==> config.mk <==
export PLATFORM = sky130hd
export DESIGN_NAME = alu_seq
export DESIGN_NICKNAME = d
export VERILOG_FILES = /design/src/rtl/alu_seq.sv
export SDC_FILE = /design/constraint.sdc
export NUM_CORES = 1
export LEC_CHECK = 0
export CAP_MARGIN = 20
export CORE_ASPECT_RATIO = 0.75
export CORE_MARGIN = 3
export CORE_UTILIZATION = 45
export DETAILED_ROUTE_END_ITERATION = 8
export GPL_TIMING_DRIVEN = 0
export HOLD_SLACK_MARGIN = 0.05
export PLACE_DENSITY = 0.71
export SLEW_MARGIN = 20
export SYNTH_ARGS = -nofsm -noshare
export SYNTH_HDL_FRONTEND = slang
export SYNTH_SLANG_ARGS = --single-unit
==> constraint.sdc <==
create_clock -name CLK -period 6.75 [get_ports CLK]
set_input_delay 1.35 -clock CLK [delete_from_list [all_inputs] [get_ports CLK]]
set_output_delay 1.35 -clock CLK [all_outputs]
set_load 0.05 [all_outputs]
==> src/rtl/alu_seq.sv <==
// alu_seq: multi-cycle ALU with a start/busy/valid handshake; MUL, SLL and SRA iterate in EXEC.
// Define ALU_SEQ_OVERFLOW_EN to add the registered OVERFLOW output.
module alu_seq #(
    parameter int WIDTH = 8,
    parameter int SHW   = $clog2(WIDTH)
) (
    input  logic             CLK,
    input  logic             RESET,
    input  logic             START,
    input  logic [2:0]       SELECT,
    input  logic [WIDTH-1:0] DATA1,
    input  logic [WIDTH-1:0] DATA2,
    output logic [WIDTH-1:0] RESULT,
    output logic             ZERO,
    output logic             VALID,
    output logic             BUSY
`ifdef ALU_SEQ_OVERFLOW_EN
    ,
    output logic             OVERFLOW
`endif
);

    localparam logic [2:0] OP_FWD = 3'b000;
    localparam logic [2:0] OP_ADD = 3'b001;
    localparam logic [2:0] OP_AND = 3'b010;
    localparam logic [2:0] OP_OR  = 3'b011;
    localparam logic [2:0] OP_SUB = 3'b100;
    localparam logic [2:0] OP_MUL = 3'b101;
    localparam logic [2:0] OP_SLL = 3'b110;
    localparam logic [2:0] OP_SRA = 3'b111;
    localparam int CW = $clog2(WIDTH + 1);
    // The full double-width product is only kept when its upper half is needed for overflow.
`ifdef ALU_SEQ_OVERFLOW_EN
    localparam int AW = 2 * WIDTH;
`else
    localparam int AW = WIDTH;
`endif

    typedef enum logic {IDLE, EXEC} state_t;

    state_t           state_reg;
    logic [2:0]       op_reg;
    logic [AW-1:0]    acc_reg;
    logic [AW-1:0]    mcand_reg;
    logic [WIDTH-1:0] mplier_reg;
    logic [CW-1:0]    count_reg;
    logic [WIDTH-1:0] result_reg;
    logic             zero_reg;
    logic             valid_reg;

    logic [SHW-1:0]   shamt;
    logic [WIDTH-1:0] sum;
    logic [WIDTH-1:0] diff;
    logic [WIDTH-1:0] quick_res;
    logic             goes_exec;
    logic [AW-1:0]    acc_next;
    logic [AW-1:0]    mcand_next;
    logic [WIDTH-1:0] shift_next;
    logic [WIDTH-1:0] step_res;

    assign shamt     = DATA2[SHW-1:0];
    assign sum       = DATA1 + DATA2;
    assign diff      = DATA1 - DATA2;
    assign goes_exec = (SELECT == OP_MUL) ||
                       (((SELECT == OP_SLL) || (SELECT == OP_SRA)) && (shamt != '0));

    always_comb begin
        case (SELECT)
            OP_FWD:  quick_res = DATA2;
            OP_ADD:  quick_res = sum;
            OP_AND:  quick_res = DATA1 & DATA2;
            OP_OR:   quick_res = DATA1 | DATA2;
            OP_SUB:  quick_res = diff;
            default: quick_res = DATA1;   // shift by zero passes the operand through
        endcase
    end

    // mcand_reg doubles as the shift register for SLL/SRA.
    always_comb begin
        acc_next = mplier_reg[0] ? acc_reg + mcand_reg : acc_reg;
        if (op_reg == OP_SLL) begin
            shift_next = mcand_reg[WIDTH-1:0] << 1;
        end else begin
            shift_next = {mcand_reg[WIDTH-1], mcand_reg[WIDTH-1:1]};
        end
        mcand_next = (op_reg == OP_MUL) ? (mcand_reg << 1) : AW'(shift_next);
        step_res   = (op_reg == OP_MUL) ? acc_next[WIDTH-1:0] : shift_next;
    end

`ifdef ALU_SEQ_OVERFLOW_EN
    logic ov_sticky_reg;
    logic overflow_reg;
    logic quick_ov;
    logic step_ov;
    logic sll_sticky_next;

    // An SLL overflows iff some step shifts out a bit differing from the new sign bit.
    assign sll_sticky_next = ov_sticky_reg | (mcand_reg[WIDTH-1] ^ mcand_reg[WIDTH-2]);

    always_comb begin
        case (SELECT)
            OP_ADD:  quick_ov = (DATA1[WIDTH-1] == DATA2[WIDTH-1]) && (sum[WIDTH-1] != DATA1[WIDTH-1]);
            OP_SUB:  quick_ov = (DATA1[WIDTH-1] != DATA2[WIDTH-1]) && (diff[WIDTH-1] != DATA1[WIDTH-1]);
            default: quick_ov = 1'b0;
        endcase
        case (op_reg)
            OP_MUL:  step_ov = |acc_next[AW-1:WIDTH];
            OP_SLL:  step_ov = sll_sticky_next;
            default: step_ov = 1'b0;
        endcase
    end

    assign OVERFLOW = overflow_reg;
`endif

    always_ff @(posedge CLK or negedge RESET) begin
        if (!RESET) begin
            state_reg  <= IDLE;
            op_reg     <= OP_FWD;
            acc_reg    <= '0;
            mcand_reg  <= '0;
            mplier_reg <= '0;
            count_reg  <= '0;
            result_reg <= '0;
            zero_reg   <= 1'b1;
            valid_reg  <= 1'b0;
`ifdef ALU_SEQ_OVERFLOW_EN
            ov_sticky_reg <= 1'b0;
            overflow_reg  <= 1'b0;
`endif
        end else begin
            valid_reg <= 1'b0;
            case (state_reg)
                IDLE: begin
                    if (START) begin
                        if (goes_exec) begin
                            state_reg  <= EXEC;
                            op_reg     <= SELECT;
                            acc_reg    <= '0;
                            mcand_reg  <= AW'(DATA1);
                            mplier_reg <= DATA2;
                            count_reg  <= (SELECT == OP_MUL) ? CW'(WIDTH) : CW'(shamt);
`ifdef ALU_SEQ_OVERFLOW_EN
                            ov_sticky_reg <= 1'b0;
`endif
                        end else begin
                            result_reg <= quick_res;
                            zero_reg   <= (quick_res == '0);
                            valid_reg  <= 1'b1;
`ifdef ALU_SEQ_OVERFLOW_EN
                            overflow_reg <= quick_ov;
`endif
                        end
                    end
                end
                EXEC: begin
                    acc_reg    <= acc_next;
                    mcand_reg  <= mcand_next;
                    mplier_reg <= mplier_reg >> 1;
                    count_reg  <= count_reg - CW'(1);
`ifdef ALU_SEQ_OVERFLOW_EN
                    ov_sticky_reg <= sll_sticky_next;
`endif
                    if (count_reg == CW'(1)) begin
                        state_reg  <= IDLE;
                        result_reg <= step_res;
                        zero_reg   <= (step_res == '0);
                        valid_reg  <= 1'b1;
`ifdef ALU_SEQ_OVERFLOW_EN
                        overflow_reg <= step_ov;
`endif
                    end
                end
            endcase
        end
    end

    assign RESULT = result_reg;
    assign ZERO   = zero_reg;
    assign VALID  = valid_reg;
    assign BUSY   = (state_reg == EXEC);

endmodule

==> Yosys cells after proc, flatten, opt, wreduce, memory -nomap -nowiden <==
Index checks and enable logic that the tools add are counted.
{ "totals": {"regBits": 42, "latchBits": 0, "ramBits": 0, "romBits": 0, "out_inout_bits": 11, "wordCells": 74, "memories": 0} }
{ "op_classes": {"add_sub_neg": 4, "n_mul": 0, "div_mod_pow": 0, "n_lt_le_gt_ge": 0, "n_eq_ne": 14, "n_shift": 0, "muxes": 34, "bitwise_logic": 3, "reduce_logical": 10} }
{ "ops": {"columns": ["cell", "n"], "rows": [
  ["$mux W8", 13],
  ["$pmux W8 S2", 4],
  ["$pmux W8 S5", 1],
  ["$eq A3 B3 Y1 const B", 6],
  ["$add A8 B8 Y8", 2],
  ["$logic_not A8 Y1", 2],
  ["$mux W4", 3],
  ["$mux W1", 9],
  ["$and A8 B8 Y8", 1],
  ["$or A8 B8 Y8", 1],
  ["$pmux W4 S2", 1],
  ["$sub A8 B8 Y8", 1],
  ["$eq A3 B2 Y1 const B", 2],
  ["$ne A2 B2 Y1 const B", 3],
  ["$pmux W1 S2", 3],
  ["$reduce_and A3 Y1", 2],
  ["$eq A4 B1 Y1 const B", 1],
  ["$sub A4 B1 Y4 const B", 1],
  ["$eq A3 B1 Y1 const B", 1],
  ["$logic_not A3 Y1", 1],
  ["$reduce_bool A3 Y1", 1],
  ["$logic_or A1 B1 Y1", 2],
  ["$ne A2 B1 Y1 const B", 1],
  ["$reduce_and A2 Y1", 1],
  ["2 further kinds", 2]
]} }

==> Longest topological paths before layout <==
Gate-level depths: netlist (run 1).
{ "logic_depth": {"ltp_word": 7, "mapped_depth": 12, "ltp_nobuf": 12} }

==> Least setup slack after synthesis (run 1) <==
Ideal clock, no wire load.
{ "synth_path": {"path_kind": "input to register", "startpoint": "input port SELECT[0]", "endpoint": "register zero_reg (netlist: ZERO)", "arrival_ns": 3.878, "setup_slack_ns": 2.795, "path_stages": 11, "cell_sequence": "buf_2 nor3b_4 mux2_2 fa_1 nand2b_1 a21oi_1 o21ai_0 nor4b_1 or3_1 and4b_1 a21o_1"} }
{ "synth_between": {"elab_chain_len": 6, "elab_cells_between_ends": 18} }
{ "synth_lines": {"columns": ["element", "line", "rtl"], "rows": [
  ["start, declared", "10", "input logic [2:0] SELECT,"],
  ["$eq A3 B3 Y1, or another cell as far along", "68", "case (SELECT)"],
  ["$pmux W8 S5 or $logic_or A1 B1 Y1 (tied branches)", "68, 65", null],
  ["$logic_not A8 Y1 or $logic_and A1 B1 Y1 (tied branches)", "148, 65", null],
  ["$mux W1 or $logic_or A1 B1 Y1 (tied branches)", "136, 64", null],
  ["$mux W1 or $ne A2 B2 Y1 (tied branches)", null, null],
  ["$pmux W1 S2 or $reduce_and A3 Y1 (tied branches)", null, null],
  ["end signal, assigned", "148", "zero_reg <= (quick_res == '0);"],
  ["end signal, assigned", "167", "zero_reg <= (step_res == '0);"],
  ["end, declared", "48", "logic zero_reg;"]
]} }
Several ways; a longest one is shown, not always the timed one. The select of a mux whose other input is x is not followed.
A chain may end at the register's enable or synchronous reset.

==> Final worst setup path (run 1) <==
{ "layout_path": {"startpoint": "input port SELECT[2]", "endpoint": "register zero_reg (netlist: ZERO)"} }
The elaborated chain is that of the path after synthesis.

==> flow_summary.json, run 1 <==
{
  "start_kind": "input port",
  "clockBufferDepth": 2,
  "endpoint_kind": "flop",
  "arrival_ps": 4550,
  "synth_warnings": 0,
  "max_slew_margin_pct": 55.91,
  "drv_slew": 0,
  "clock.fmax_ghz": 0.2316,
  "grt_usage_pct": 23.77,
  "drive_gt1_share_pct": 7.741,
  "synth-xor-area-share_pct": 3.908,
  "vias": 3519,
  "post_drt_wl_per_cell_um": 18.61,
  "cts_max_level": 2,
  "setup_tns_ps": 0,
  "ctsHoldBuffers": 0,
  "clock_skew_ps": 3.267,
  "overflow": 0,
  "cts_tree": "yes",
  "ios": 33,
  "path_clk_slew_ps": 90,
  "clk_latency_ps": 300,
  "drt_wl_total_um": 10780,
  "rsz0062_at_grt": "no",
  "min_path_type": "flop to flop",
  "dp_hpwl_um": 8228,
  "layout_common_cells": "a21oi_1, nand2_1, dfrtp_1",
  "ir_drop_v": 0.0002515,
  "numCtsBuffers": 5,
  "crit_required_ps": 6990,
  "cp_max_fo": 10,
  "post_cts_resized": 0,
  "num_rows": 27,
  "ant_nets": 0,
  "hold_violations": 0,
  "p_leak_uw": 0.001761,
  "drt_iter0_drc": 304,
  "antenna_found_initial": 0,
  "fin_util_pct": 54.91,
  "routabilityCongestion": 0.9481,
  "mappedNetlistArea_mm2": 0.003586,
  "fin_crit_ps": 4319,
  "cts_sinks": 42,
  "synth_compound_area_share_pct": 26.10,
  "tightest_slew_ps": 661.3,
  "fin_crit_sh_pct": 63.98,
  "synth_fa_ha_area_share_pct": 8.095,
  "synth.distinct_cells": 69,
  "syn_area_per_cell_um2": 8.168,
  "synth-simple-area-share_pct": 19.30,
  "synth_area_leader_cell": "dfrtp_1",
  "vias_per_cell": 6.078,
  "critPathKind": "input port to flop",
  "synthCells": 439,
  "synth_seq_area_share_pct": 29.34,
  "grt_pass1_vias": 3263,
  "io_buffers": 30,
  "synth_fp_nets": 483,
  "synth_edf_count": 0,
  "post-cts-setup-buffer-count": 0,
  "grt_pass1_wl_um": 17170,
  "async_flop_share_pct": 100.0,
  "setup_viol": 0,
  "mostFrequentLayoutCell": "a21oi_1",
  "drcViolationCount": 0,
  "synth_mux_area_share_pct": 8.269,
  "die_area_mm2": 0.009087,
  "die_x_um": 109.1,
  "coreArea_mm2": 0.007533,
  "synth_top_family_by_area": "compound AO/OA/AOI/OAI gates",
  "netlist_top_cells_area": "dfrtp_1, ha_1, a21oi_1, nand2_1, mux2i_1",
  "netlist.area_leader.share_pct": 28.61,
  "cap_violations": 0,
  "synth-seq-cells": 42,
  "synthFlopType": "dfrtp_1",
  "dr.pass1.iters": 7,
  "syn_to_final_growth_pct": 15.35,
  "initial_core_util_pct": 47.60,
  "grt_max_degree": 32,
  "nets": 521,
  "clock-root-buffer": "clkbuf_8",
  "outcome": "finished clean",
  "diodes": 0,
  "die_h_um": 83.31,
  "pwr_density_cell_mw_per_mm2": 450.7
}
-- worst max-delay path, cell delays in order --
cell and delay, ps:
clkdlybuf4s50_1 470, nor3b_4 460, mux2_2 440, fa_1 440
nand2b_1 180, a21oi_1 180, o21ai_0 130, nor4b_1 150
or3_1 350, and4b_1 230, a21o_1 180
-- cells in the mapped netlist, types with 2 or more instances --
library cell and count:
ha_1 20, xor2_1 5, nand3_1 3, a21oi_1 43, and4b_1 2, or3_1 3, nor2b_1 5, mux2_2 10
o21ai_1 13, or2_1 3, o211ai_1 5, nand2b_1 10, a211oi_1 16, a31oi_1 5, or2_2 3, nor3_1 11
dfrtp_1 41, buf_1 5, o22ai_1 5, fa_1 2, a2111oi_0 2, buf_2 5, mux2i_1 15, nor4_1 2
a22o_1 2, o21ai_0 23, clkbuf_1 14, nand4_1 3, nand2_1 42, xnor2_1 11, nor2_1 40, o21a_1 4
a22oi_1 3, nand3b_1 2, o221ai_1 3, inv_1 21, a21o_1 5
-- routing by layer --
metal,vias up,routed length (µm),GRT usage (%)
met5,-,0,0
li1,1677,-,-
met4,0,62,2.179
met1,1675,5195,38.13
met2,159,4466,33.28
met3,8,1052,5.051
-- final timing paths --
kind                               startpoint             to  slack, ps  cells after the start
worst max register to register   mcand_reg[0]           ZERO       3960                      9
worst min-delay path            mplier_reg[1]  mplier_reg[0]        490                      2
worst max-delay path                SELECT[2]           ZERO       2430                     11
worst min register to register  mplier_reg[1]  mplier_reg[0]        490                      2
max in group asynchronous               RESET           ZERO       5300                      2
min in group asynchronous               RESET     acc_reg[7]        930                      1
-- layout make-up --
cell class / count / area [µm²]
timing repair buffer: 31 / 315.3
tap: 101 / 126.4
fill: 684 / 3397
inverter: 22 / 82.58
clock buffer: 5 / 68.82
multi-input combinational: 351 / 2355
buffer: 24 / 96.34
clock inverter: 3 / 40.04
sequential: 42 / 1052
-- power breakdown --
part	internal, µW	switching (µW)
registers	363	115
clock network	109	95.6
logic	473	708
-- stage by stage --
stage	instance area [µm²]	power, µW	hold WS (ps)	setup slack (ps)	cells
after global routing	4136	2006	528.3	2301	579
final	4136	1864	491.1	2431	579
after global placement	4013	1599	462.7	2149	570
after detailed placement	4028	1634	472.4	2144	571
after floorplan	3586	1312	452.8	2795	439
after CTS	4136	1846	491.7	2452	579
-- logic make-up (layout without fill, tap and decap cells) --
| family | after synthesis | after routing |
|---|---|---|
| flops | 42 | 42 |
| simple gates | 139 | 139 |
| xor+xnor | 16 | 16 |
| mux | 27 | 27 |
| fa+ha+maj | 22 | 22 |
| buf+inv | 46 | 85 |
| compound gates | 147 | 147 |
Note: power is estimated with default switching activity, not from simulation.
==> run 2: changes to the inputs <==
--- a/config.mk
+++ b/config.mk
@@ -12,7 +12,7 @@
 export DETAILED_ROUTE_END_ITERATION = 8
 export GPL_TIMING_DRIVEN = 0
 export HOLD_SLACK_MARGIN = 0.05
-export PLACE_DENSITY = 0.71
+export PLACE_DENSITY = 0.73
 export SLEW_MARGIN = 20
 export SYNTH_ARGS = -nofsm -noshare
 export SYNTH_HDL_FRONTEND = slang
==> constraint.sdc (replaced) <==
create_clock -name CLK -period 3.8 [get_ports CLK]
set_input_delay 0.76 -clock CLK [delete_from_list [all_inputs] [get_ports CLK]]
set_output_delay 0.76 -clock CLK [all_outputs]
set_load 0.05 [all_outputs]
==> run 2 against run 1 <==
  * Sequential cell count unchanged
  * Critical path depth up 1
  * First-iteration DRC count up 14%
  * Highest routed layer unchanged
  * Largest cell class unchanged
  * Non-clock buffer count up 5
  * Final area up 0.70%
  * Largest power group unchanged
==> flow_summary.json, run 2 (synthesis gave the netlist of run 1 again) <==
{
  "outcome": "finished clean",
  "p_clk_share_pct": 9.7,
  "drcViolationCount": 0,
  "arrival_ps": 3850,
  "antenna_found_initial": 0,
  "start_kind": "input port",
  "cts_sinks": 42,
  "place_inst": 571,
  "clock-root-buffer": "clkbuf_8",
  "ios": 33,
  "r2r-start": "mcand_reg[0]",
  "setup_viol": 0,
  "multi_input_area_mm2": 0.002359,
  "nets": 526,
  "clock_skew_ps": 8.601,
  "min_path_type": "input port to async pin",
  "routabilityCongestion": 0.9932,
  "dp_hpwl_um": 8222,
  "clk_latency_ps": 310,
  "ctsHoldBuffers": 0,
  "layout_common_cells": "a21oi_1, nand2_1, dfrtp_1",
  "die_area_mm2": 0.009087,
  "fin_crit_ps": 3601,
  "p_leak_uw": 0.001783,
  "fin_crit_sh_pct": 94.77,
  "grt_pass1_vias": 3280,
  "initial_core_util_pct": 47.60,
  "drt_wl_total_um": 10590,
  "drive_gt1_share_pct": 8.903,
  "io_buffers": 30,
  "hold_violations": 0,
  "critPathKind": "input port to flop",
  "endpoint_kind": "flop",
  "drv_slew": 0,
  "num_rows": 27,
  "post_drt_wl_per_cell_um": 18.14,
  "path_clk_slew_ps": 90,
  "diodes": 0,
  "p_int_uw": 1621,
  "power.switching_uw": 1640,
  "ant_nets": 0,
  "dr.pass1.iters": 5,
  "grt_max_degree": 32,
  "cap_violations": 0,
  "syn_to_final_growth_pct": 16.15,
  "grt_usage_pct": 24.00,
  "max_slew_margin_pct": 56.24,
  "overflow": 0,
  "vias_per_cell": 6.062,
  "numCtsBuffers": 5,
  "pwr-share-seq_pct": 26.0,
  "n_fill_cell": 693,
  "stdcell_count": 584,
  "setup_tns_ps": 0,
  "pwr_density_cell_mw_per_mm2": 782.9,
  "cts_max_level": 2,
  "clockBufferDepth": 2,
  "drt_iter0_drc": 347,
  "reg2reg_to": "ZERO",
  "die_h_um": 83.31,
  "combPwrFrac_pct": 64.3,
  "clock.fmax_ghz": 0.2777,
  "rsz0062_at_grt": "no",
  "switching_share_pct": 50.29,
  "crit_required_ps": 4050,
  "die_x_um": 109.1,
  "cts_tree": "yes",
  "grt_pass1_wl_um": 17370,
  "reg2reg_setup_slack_ps": 980,
  "cp_max_fo": 5,
  "rr_worst_depth": 9,
  "coreArea_mm2": 0.007533,
  "vias": 3540,
  "seq_area_mm2": 0.001052,
  "ir_drop_v": 0.0003950,
  "tightest_slew_ps": 656.4
}
-- run 2: cell types whose count changed in the layout (fill, tap and decap cells not counted) --
cell | before | now
clkdlybuf4s50_1 | 29 | 28
a21oi_2 | 0 | 1
buf_4 | 0 | 5
inv_6 | 0 | 1
clkinv_2 | 2 | 0
dlymetal6s2s_1 | 0 | 1
clkinvlp_4 | 0 | 1
a21oi_1 | 43 | 42
bufinv_16 | 1 | 0
clkinv_4 | 0 | 1
-- run 2: area by class of cell --
cell class | count | area share (%)
buffer | 24 | 2.313
tap | 101 | 3.034
clock buffer | 5 | 1.652
sequential | 42 | 25.26
inverter | 22 | 1.983
multi-input combinational | 351 | 56.62
timing repair buffer | 36 | 8.531
clock inverter | 3 | 0.6008
-- run 2: worst max-delay path: stages --
cell	delay, ps
clkdlybuf4s50_1	600
inv_1	120
ha_1	300
mux2_2	300
fa_1	430
nand2b_1	190
a21oi_2	150
o21ai_0	110
nor4b_1	150
or3_1	350
and4b_1	220
a21o_1	170
-- run 2: worst max path at each step --
stage | slack [ps] | endpoint | from | cells past startpoint
4_1_cts | 120 | ZERO | SELECT[2] | 11
5_1_grt | 30 | ZERO | DATA2[1] | 12
3_3_place_gp | -210 | ZERO | SELECT[2] | 11
6_report | 200 | ZERO | DATA2[1] | 12
2_1_floorplan | 440 | ZERO | SELECT[0] | 11
3_5_place_dp | -200 | ZERO | SELECT[2] | 11
-- run 2: power by group through the flow --
stage          combinational (µW)  sequential, µW  clock [µW]
3_3_place_gp                 1990             841           0
2_1_floorplan                1360             969           0
6_report                     2100             848         316
5_1_grt                      2310             877         340
4_1_cts                      2060             842         320
3_5_place_dp                 2050             852           0
-- run 2: metal layers --
layer	global-route usage (%)	part of all wire, %	vias up
met4	5.161	1.7	0
met5	0	0	-
li1	-	-	1688
met1	37.62	49	1688
met3	6.138	8.8	23
met2	32.44	41	141
-- run 2: per-stage QoR --
step / cell area [µm²] / hold WS [ps] / utilization, % / worst slack (ps) / total power [µW]
floorplan: 3586 / 452.8 / - / 435.3 / 2330
global placement: 4013 / 463.9 / 53.26 / -207.3 / 2833
detailed placement: 4028 / 473.9 / 53.46 / -195.4 / 2904
CTS: 4121 / 329.0 / 54.71 / 117.7 / 3224
global route: 4165 / 334.9 / 55.29 / 31.08 / 3530
finish: 4165 / 316.8 / 55.29 / 198.6 / 3261
-- run 2: what timing repair did --
action / CTS / global route
setup endpoints to repair: 0 / 3
gates resized for setup: 0 / 2
setup buffers: 0 / 5
==> run 3: changes to the inputs <==
--- a/config.mk
+++ b/config.mk
@@ -8,11 +8,12 @@
 export CAP_MARGIN = 20
 export CORE_ASPECT_RATIO = 0.75
 export CORE_MARGIN = 3
-export CORE_UTILIZATION = 45
+export CORE_UTILIZATION = 53
 export DETAILED_ROUTE_END_ITERATION = 8
 export GPL_TIMING_DRIVEN = 0
 export HOLD_SLACK_MARGIN = 0.05
-export PLACE_DENSITY = 0.73
+export PLACE_DENSITY = 0.83
+export SETUP_SLACK_MARGIN = 0.15
 export SLEW_MARGIN = 20
 export SYNTH_ARGS = -nofsm -noshare
 export SYNTH_HDL_FRONTEND = slang
==> run 3 against run 2 <==
  * Utilization grew 9.2 points
  * Global-route usage grew 3.8 points
  * Sequential share of layout area grew 0.076 points
  * Final cell count shrank 4.1%
  * Critical endpoint unchanged
  * Clock power grew 39%
  * Power grew 4.5%
  * Fmax grew 3.1%
  * Via count grew 0.99%
  * Die area shrank 14%
  * Clock skew grew 3.8 ps
  * Sequential power grew 1%
==> flow_summary.json, run 3 (synthesis gave the netlist of run 1 again) <==
{
  "path_clk_slew_ps": 100,
  "ios": 33,
  "pwr_density_cell_mw_per_mm2": 821.0,
  "clk_latency_ps": 300,
  "nets": 522,
  "diodes": 0,
  "ctsHoldBuffers": 0,
  "die_x_um": 101.0,
  "min_path_type": "input port to async pin",
  "initial_core_util_pct": 55.65,
  "ant_nets": 0,
  "post_dp_cell_area_mm2": 0.004003,
  "io_buffers": 30,
  "drt_iter0_drc": 520,
  "fin_crit_sh_pct": 91.90,
  "cap_violations": 0,
  "grt.busiest_layer": "met1",
  "die_area_mm2": 0.007799,
  "coreArea_mm2": 0.006444,
  "outcome": "finished clean",
  "grt_pass1_wl_um": 17370,
  "stdcell_count": 560,
  "layout_common_cells": "a21oi_1, nand2_1, dfrtp_1",
  "setup_viol": 0,
  "num_rows": 25,
  "endpoint_kind": "flop",
  "place_inst": 551,
  "max_slew_margin_pct": 56.99,
  "grt_max_degree": 32,
  "rsz0062_at_grt": "no",
  "reg2reg_to": "ZERO",
  "dp_hpwl_um": 7888,
  "fin_area_mm2": 0.004153,
  "critPathKind": "input port to flop",
  "rr_worst_depth": 9,
  "use_met3_pct": 5.909,
  "clockBufferDepth": 2,
  "clock-root-buffer": "clkbuf_8",
  "p_leak_uw": 0.001787,
  "drv_slew": 0,
  "tightest_slew_ps": 645.1,
  "n_fill_cell": 534,
  "grt_pass1_vias": 3360,
  "r2r-start": "mcand_reg[0]",
  "crit_path_end": "ZERO",
  "critPathLaunch": "SELECT[2]",
  "routabilityCongestion": 0.9606,
  "crit_required_ps": 4030,
  "cts_max_level": 2,
  "hold_violations": 0,
  "antenna_found_initial": 0,
  "arrival_ps": 3720,
  "fin_crit_ps": 3492,
  "drive_gt1_share_pct": 8.142,
  "die_h_um": 77.24,
  "reg2reg_setup_slack_ps": 1030,
  "grt_usage_pct": 27.75,
  "dr.pass1.iters": 7,
  "cts_tree": "yes",
  "numCtsBuffers": 5,
  "ir_drop_v": 0.0003791,
  "vias_per_cell": 6.384,
  "clock.fmax_ghz": 0.2864,
  "cts_sinks": 42,
  "cp_max_fo": 2,
  "start_kind": "input port",
  "post_drt_wl_per_cell_um": 18.81,
  "gr-usage-met2_pct": 41.06,
  "overflow": 0,
  "use_met1_pct": 41.88,
  "clock_skew_ps": 12.42,
  "vias": 3575,
  "syn_to_final_growth_pct": 15.81,
  "drt_wl_total_um": 10530,
  "drcViolationCount": 0
}
[run 3: changes by cell type in the layout (fill, tap and decap cells not counted)]
cell	delta
buf_4	-4
bufinv_16	+2
clkdlybuf4s50_1	-1
clkinvlp_4	-1
dlygate4sd2_1	+1
inv_6	-1
o21ai_0	-1
o21ai_1	+1
[run 3: how the worst min path moves through the flow]
stage	from	to	slack, ps	depth (start not counted)
detailed placement	mplier_reg[7]	mplier_reg[6]	480	2
floorplan	mplier_reg[4]	mplier_reg[3]	450	2
global placement	mplier_reg[1]	mplier_reg[0]	460	2
global route	RESET	VALID	340	1
CTS	RESET	RESULT[5]	340	1
finish	RESET	RESULT[5]	320	1
[run 3: timing repair]
item,CTS,global route
buffers inserted,1,0
resized for setup,1,3
endpoints found under the hold margin,0,0
cloned,0,0
setup endpoints to repair,2,2
[run 3: per-stage QoR]
stage / utilization [%] / setup TNS [ps] / hold slack [ps] / total power (µW) / setup WS (ps)
6_report: 64.45 / 0 / 323.1 / 3409 / 307.9
5_1_grt: 64.45 / 0 / 340.3 / 3652 / 163.9
4_1_cts: 64.35 / 0 / 339.0 / 3355 / 152.1
3_5_place_dp: 62.12 / -732.7 / 476.4 / 2897 / -289.4
3_3_place_gp: 61.88 / -224.8 / 462.0 / 2822 / -132.9
2_1_floorplan: - / 0 / 452.8 / 2330 / 435.3
[run 3: worst max-delay path, cell delays in order]
cell and delay, ps:
clkdlybuf4s50_1 480, nor3b_4 240, mux2_2 400, fa_1 460
nand2b_1 210, a21oi_2 190, o21ai_1 100, nor4b_1 150
or3_1 330, and4b_1 220, a21o_1 170
[run 3: layout make-up]
class	count	area, µm²	share of cell area, %
tap	81	101.3	2.440
clock buffer	5	68.82	1.657
clock inverter	3	68.82	1.657
sequential	42	1052	25.34
multi-input combinational	351	2359	56.79
timing repair buffer	32	324.1	7.804
inverter	22	82.58	1.989
buffer	24	96.34	2.320
[run 3: per-layer routing]
layer	up-vias	wire length, µm
met2	240	4487
met1	1636	4636
met4	0	162
li1	1678	-
met5	-	0
met3	21	1247
[run 3: power by group]
part | leakage (µW) | internal, µW | switching (µW) | total (µW)
combinational | 0.00121 | 843 | 1270 | 2110
sequential | 0.000506 | 645 | 212 | 858
clock | 0.0000683 | 264 | 177 | 440
